==> src/rtl/uart_rx_status_decoder_pkg.sv <==
// Shared definitions for the sensor-status UART receiver: frame tags, reset
// seven-segment pattern, and the receiver and parser state encodings.
package uart_rx_status_decoder_pkg;

    localparam logic [7:0] TAG_LED = 8'h61;
    localparam logic [7:0] TAG_BUZ = 8'h62;
    localparam logic [7:0] TAG_SEG = 8'h63;
    localparam logic [6:0] SEG_0   = 7'b0000001;

    typedef enum logic [2:0] {
        P_IDLE, P_LED, P_B, P_BUZ, P_C, P_SEG
    } pstate_e;

    typedef enum logic [2:0] {
        RX_IDLE, RX_START, RX_DATA, RX_STOP, RX_BREAK
    } rxstate_e;

    // Boolean value bytes are strictly 0x00 or 0x01
    function automatic logic is_bool(input logic [7:0] b);
        return (b[7:1] == 7'd0);
    endfunction

endpackage

==> src/rtl/uart_rx_8n1.sv <==
// 8N1 UART receiver: 2-FF synchroniser, mid-bit sampling, break recovery after
// a bad stop bit. Companion of uart_tx_8n1 on the transmit side.
module uart_rx_8n1
    import uart_rx_status_decoder_pkg::*;
#(
    parameter int CLKS_PER_BIT = 1250
) (
    input  logic       clk,
    input  logic       rst_n,
    input  logic       rx,
    output logic       byte_valid,
    output logic [7:0] byte_data,
    output logic       stop_err,
    output logic       rx_idle
);
    localparam int CW = $clog2(CLKS_PER_BIT);

    logic          sync1_q, sync2_q, prev_q;
    rxstate_e      state_q, state_d;
    logic [CW-1:0] cnt_q, cnt_d;
    logic [2:0]    bit_q, bit_d;
    logic [7:0]    shift_q, shift_d;
    logic [7:0]    data_q, data_d;
    logic          vld_q, vld_d;
    logic          serr_q, serr_d;

    // prev_q trails the synchronised line by one cycle for edge detection
    always_ff @(posedge clk or negedge rst_n) begin
        if (!rst_n) begin
            sync1_q <= 1'b1;
            sync2_q <= 1'b1;
            prev_q  <= 1'b1;
            state_q <= RX_IDLE;
            cnt_q   <= '0;
            bit_q   <= '0;
            shift_q <= '0;
            data_q  <= '0;
            vld_q   <= 1'b0;
            serr_q  <= 1'b0;
        end else begin
            sync1_q <= rx;
            sync2_q <= sync1_q;
            prev_q  <= sync2_q;
            state_q <= state_d;
            cnt_q   <= cnt_d;
            bit_q   <= bit_d;
            shift_q <= shift_d;
            data_q  <= data_d;
            vld_q   <= vld_d;
            serr_q  <= serr_d;
        end
    end

    always_comb begin
        state_d = state_q;
        cnt_d   = cnt_q + 1'b1;
        bit_d   = bit_q;
        shift_d = shift_q;
        data_d  = data_q;
        vld_d   = 1'b0;
        serr_d  = 1'b0;
        case (state_q)
            RX_IDLE: begin
                cnt_d = '0;
                if (prev_q && !sync2_q) state_d = RX_START;
            end
            RX_START: begin
                if (cnt_q == CW'(CLKS_PER_BIT / 2 - 1)) begin
                    cnt_d   = '0;
                    bit_d   = '0;
                    state_d = sync2_q ? RX_IDLE : RX_DATA;
                end
            end
            RX_DATA: begin
                if (cnt_q == CW'(CLKS_PER_BIT - 1)) begin
                    cnt_d   = '0;
                    shift_d = {sync2_q, shift_q[7:1]};
                    bit_d   = bit_q + 1'b1;
                    if (bit_q == 3'd7) state_d = RX_STOP;
                end
            end
            RX_STOP: begin
                if (cnt_q == CW'(CLKS_PER_BIT - 1)) begin
                    cnt_d = '0;
                    if (sync2_q) begin
                        data_d  = shift_q;
                        vld_d   = 1'b1;
                        state_d = RX_IDLE;
                    end else begin
                        serr_d  = 1'b1;
                        state_d = RX_BREAK;
                    end
                end
            end
            RX_BREAK: begin
                cnt_d = '0;
                if (sync2_q) state_d = RX_IDLE;
            end
            default: begin
                cnt_d   = '0;
                state_d = RX_IDLE;
            end
        endcase
    end

    assign byte_valid = vld_q;
    assign byte_data  = data_q;
    assign stop_err   = serr_q;
    assign rx_idle    = (state_q == RX_IDLE);

endmodule

==> src/rtl/uart_rx_status_decoder.sv <==
// Status-frame decoder on top of uart_rx_8n1: parses 'a',LED,'b',BUZ,'c',SEG.
// Optional partial-frame timeout enabled by `define UART_RX_TIMEOUT_EN.
module uart_rx_status_decoder
    import uart_rx_status_decoder_pkg::*;
#(
    parameter int CLKS_PER_BIT = 1250,
    parameter int TIMEOUT_BITS = 20
) (
    input  logic       clk,
    input  logic       rst_n,
    input  logic       rx,
    output logic       byte_valid,
    output logic [7:0] byte_data,
    output logic       led,
    output logic       buzzer,
    output logic [6:0] seg7,
    output logic       frame_valid,
    output logic       frame_err
);
    logic stop_err, rx_idle, tmo_hit;

    uart_rx_8n1 #(.CLKS_PER_BIT(CLKS_PER_BIT)) u_rx (
        .clk        (clk),
        .rst_n      (rst_n),
        .rx         (rx),
        .byte_valid (byte_valid),
        .byte_data  (byte_data),
        .stop_err   (stop_err),
        .rx_idle    (rx_idle)
    );

    pstate_e    p_q, p_d;
    logic       led_sh_q, led_sh_d, buz_sh_q, buz_sh_d;
    logic       led_q, led_d, buz_q, buz_d;
    logic [6:0] seg_q, seg_d;
    logic       fv_q, fv_d, fe_q, fe_d;

`ifdef UART_RX_TIMEOUT_EN
    localparam int TMO_CLKS = TIMEOUT_BITS * CLKS_PER_BIT;
    localparam int TW       = $clog2(TMO_CLKS);
    logic [TW-1:0] to_cnt_q, to_cnt_d;
    logic          to_run;

    // Only idle gaps inside a partial frame count; any start bit restarts the wait
    assign to_run  = (p_q != P_IDLE) && rx_idle;
    assign tmo_hit = to_run && (to_cnt_q == TW'(TMO_CLKS - 1));

    always_comb begin
        to_cnt_d = '0;
        if (to_run && !tmo_hit) to_cnt_d = to_cnt_q + 1'b1;
    end

    always_ff @(posedge clk or negedge rst_n) begin
        if (!rst_n) to_cnt_q <= '0;
        else        to_cnt_q <= to_cnt_d;
    end
`else
    assign tmo_hit = 1'b0;
`endif

    always_ff @(posedge clk or negedge rst_n) begin
        if (!rst_n) begin
            p_q      <= P_IDLE;
            led_sh_q <= 1'b0;
            buz_sh_q <= 1'b0;
            led_q    <= 1'b0;
            buz_q    <= 1'b0;
            seg_q    <= SEG_0;
            fv_q     <= 1'b0;
            fe_q     <= 1'b0;
        end else begin
            p_q      <= p_d;
            led_sh_q <= led_sh_d;
            buz_sh_q <= buz_sh_d;
            led_q    <= led_d;
            buz_q    <= buz_d;
            seg_q    <= seg_d;
            fv_q     <= fv_d;
            fe_q     <= fe_d;
        end
    end

    always_comb begin
        logic bad;
        p_d      = p_q;
        led_sh_d = led_sh_q;
        buz_sh_d = buz_sh_q;
        led_d    = led_q;
        buz_d    = buz_q;
        seg_d    = seg_q;
        fv_d     = 1'b0;
        fe_d     = 1'b0;
        bad      = 1'b0;
        if (stop_err) begin
            fe_d = 1'b1;
            p_d  = P_IDLE;
        end else if (byte_valid) begin
            case (p_q)
                P_IDLE: if (byte_data == TAG_LED) p_d = P_LED;
                P_LED: begin
                    if (is_bool(byte_data)) begin
                        led_sh_d = byte_data[0];
                        p_d      = P_B;
                    end else bad = 1'b1;
                end
                P_B:   if (byte_data == TAG_BUZ) p_d = P_BUZ; else bad = 1'b1;
                P_BUZ: begin
                    if (is_bool(byte_data)) begin
                        buz_sh_d = byte_data[0];
                        p_d      = P_C;
                    end else bad = 1'b1;
                end
                P_C:   if (byte_data == TAG_SEG) p_d = P_SEG; else bad = 1'b1;
                P_SEG: begin
                    if (!byte_data[7]) begin
                        led_d = led_sh_q;
                        buz_d = buz_sh_q;
                        seg_d = byte_data[6:0];
                        fv_d  = 1'b1;
                        p_d   = P_IDLE;
                    end else bad = 1'b1;
                end
                default: p_d = P_IDLE;
            endcase
            // A stray 'a' is taken as the start of a fresh frame
            if (bad) begin
                fe_d = 1'b1;
                p_d  = (byte_data == TAG_LED) ? P_LED : P_IDLE;
            end
        end else if (tmo_hit) begin
            fe_d = 1'b1;
            p_d  = P_IDLE;
        end
    end

    assign led         = led_q;
    assign buzzer      = buz_q;
    assign seg7        = seg_q;
    assign frame_valid = fv_q;
    assign frame_err   = fe_q;

endmodule
==> config.mk <==
export PLATFORM = sky130hd
export DESIGN_NAME = uart_rx_status_decoder
export DESIGN_NICKNAME = d
export VERILOG_FILES = /design/src/rtl/uart_rx_status_decoder_pkg.sv /design/src/rtl/uart_rx_8n1.sv /design/src/rtl/uart_rx_status_decoder.sv
export SDC_FILE = /design/constraint.sdc
export NUM_CORES = 1
export LEC_CHECK = 0
export CAP_MARGIN = 20
export CELL_PAD_IN_SITES_DETAIL_PLACEMENT = 1
export CELL_PAD_IN_SITES_GLOBAL_PLACEMENT = 2
export CORE_MARGIN = 3
export CORE_UTILIZATION = 30
export DETAILED_ROUTE_END_ITERATION = 12
export PLACE_DENSITY = 0.73
export SYNTH_ARGS = -nofsm -noshare
export SYNTH_HDL_FRONTEND = slang
export SYNTH_SLANG_ARGS = --single-unit
==> constraint.sdc <==
create_clock -name clk -period 4.4 [get_ports clk]
set_input_delay 0.44 -clock clk [delete_from_list [all_inputs] [get_ports clk]]
set_output_delay 0.44 -clock clk [all_outputs]
set_load 0.02 [all_outputs]
==> flow_summary.yaml <==
status:
  outcome: "finished, final reports clean"
timing:
  worst_clock_skew_ps: 9.942
  grt_setup_unrepaired: "no"
  maxSlewHeadroom_pct: 31.42
  maxSlewViolCount: 0
  fmax_ghz: 0.3746
  whs_ps: 241.6
  setup_viol: 0
  hold_viol_final: 0
  fin_crit_sh_pct: 60.68
  finalSetupTns_ps: 0
  post-route-min-period_ps: 2670
  tightest_slew_ps: 1000
cts:
  cts_sinks: 54
  insertion_delay_ps: 310
  cts_hold_buf: 0
  clkTransAtPathRegs_ps: 100
  clock_path_buffers: 2
  ctsResizeCount: 0
  tritoncts: "built"
  cts_setup_buffers: 0
  root_buffer: "clkbuf_8"
  htree_levels: 2
  cts_buffers: 5
logic_synthesis:
  post_synth_fa_ha_maj_area_fraction_pct: 2.463
  yosysTopAreaCellShare_pct: 49.26
  yosysSeqAreaShare_pct: 53.40
  synth_edf_count: 0
  synth_cell_type_count: 43
  synth-xor-area-share_pct: 3.793
  yosys_warnings: 0
  synth_top_family_by_area: "simple AND/OR/NAND/NOR gates"
  synthTopCellsByArea: "dfrtp_1 49%, mux2_2 9.3%, mux2_4 4.7%"
  syn_area_mm2: 0.002540
  syn_nets: 218
  synth_ff_type: "dfrtp_1"
  ys_ff_latch: 54
  synthCells: 210
  synthSimpleGateAreaFrac_pct: 18.57
  synth_compound_area_share_pct: 4.286
  synth_area_per_cell_um2: 12.09
  synthMuxAreaShare_pct: 14.83
  yosysTopAreaCell: "dfrtp_1"
  async_flop_share_pct: 100.0
global_routing:
  grt_pass1_wl_um: 8990
  overflow: 0
  first_global_vias: 1757
  grtUsageTotal_pct: 11.38
  antenna_found_initial: 0
  grt_max_degree: 55
floorplanning:
  pin_count: 23
  coreArea_mm2: 0.007968
  die_h_um: 98.02
  start_util_pct: 31.88
  dieArea_mm2: 0.009607
  num_rows: 32
  die_w_um: 98.02
route:
  vias: 1669
  drc: 0
  drt_iter0_drc: 45
  viasPerCell: 5.012
  postRouteAntennaNets: 0
  routed_wl_um: 5178
  routedWlPerCell_um: 15.55
  firstDrtPassIters: 4
placement:
  io_buffers: 22
  hpwl_um: 3614
  routabilityCongestion: 0.7790
pwr:
  peakVddDrop_mv: 0.1480
  power_density_mw_per_mm2: 329.3
  power_uw: 963.3
  cellLeakagePower_uw: 0.001303
layout:
  nNetsFinal: 238
  diodes: 0
  syn2layout_area_growth_pct: 15.17
  final_cell_mix: "50 x dfrtp_1, 21 x mux2_2, 21 x clkdlybuf4s50_1"
  drive_above_1_share_pct: 20.78
  final_common_cell: "dfrtp_1"
flow_run:
  drv_cap: 0
worst_setup_path:
  r2r-start: "u_rx.cnt_q[3]"
  cp_max_fo: 11
  cp.required_ps: 4540
  crit_start: "u_rx.cnt_q[3]"
  endpoint_kind: "flip-flop"
  start_kind: "flip-flop"
  critPathKind: "flip-flop to flip-flop"
  critical_path_arrival_ps: 2810
hold_path:
  hold_class: "input port to async pin"
[layer usage]
layer / track usage (%) / share of wire, % / up-vias
met5: 0 / 0 / -
met4: 2.875 / 0.73 / 0
met3: 2.643 / 2.9 / 4
met2: 17.80 / 47 / 19
met1: 15.98 / 49 / 851
li1: - / - / 795
[registers in the layout (all words and copies together) (netlist names), 3 cells and up]
| signal | count |
|---|---|
| p_q | 3 |
| seg7 | 7 |
| u_rx.bit_q | 3 |
| u_rx.byte_data | 8 |
| u_rx.cnt_q | 11 |
| u_rx.shift_q | 8 |
| u_rx.state_q | 3 |
[synthesized netlist by cell type (2+ instances only)]
master    count
a21oi_1       3
nand2b_1      3
nor2b_1       3
or2_2         3
nand2_1      10
nor2_1       11
inv_1         4
or3_1         2
buf_6         2
mux2i_1       2
mux2_4        8
nand4_1       6
and2_1        2
mux2_2       21
o21ai_0       3
ha_1          5
xor2_1        6
a22o_1        3
dfrtp_1      50
nor4_1        3
nand3_1       5
nand4b_1      3
nor3_1       18
dfstp_2       4
xnor2_1       5
clkbuf_1      8
[metrics by stage]
| step | worst slack [ps] | utilization, % | instances | area, um^2 |
|---|---|---|---|---|
| global placement | 1821 | 35.62 | 325 | 2838 |
| floorplan | 2012 | - | 210 | 2540 |
| global route | 1533 | 36.71 | 333 | 2925 |
| finish | 1730 | 36.71 | 333 | 2925 |
| detailed placement | 1756 | 35.62 | 325 | 2838 |
| CTS | 1731 | 36.71 | 333 | 2925 |
[worst max-delay path, cell delays in order, from the launching register on]
cell,delay [ps]
dfrtp_1,440
or4b_4,570
or3_1,520
mux2i_1,840
nor3_1,130
[cell families (layout without fill, tap and decap cells)]
kind of cell               after synthesis  in the layout
adders and majority gates                5              5
AOI/OAI and AO/OA                       15             15
muxes                                   31             31
and+or+nand+nor                         80             80
xor gates and xnor gates                11             11
DFF                                     54             54
buffers and inverters                   14             35
[where the power goes]
group          total [uW]  switching, uW  internal, uW
clock                 277            164           113
combinational         108           57.4          50.5
sequential            579           50.1           529
total                 963            271           692
[final timing paths]
kind                                   to  slack, ps  cells after the start
max in group asynchronous  u_rx.cnt_q[10]       3680                      2
hold / removal                    seg7[2]        240                      2
min in group clk             u_rx.sync2_q        360                      0
setup reg to reg            u_rx.cnt_q[6]       1730                      4
setup / recovery            u_rx.cnt_q[6]       1730                      4
hold reg to reg              u_rx.sync2_q        360                      0
[final cells by class]
class	count	area, um^2
inverters	4	15.01
well taps	102	127.6
fillers	863	5042
multi-input cells	142	1116
repair buffers	23	222.7
clock buffers	6	72.57
clock inverters	2	15.01
flip-flops and latches	54	1356
No activity file was read; power rests on OpenSTA's default activity.
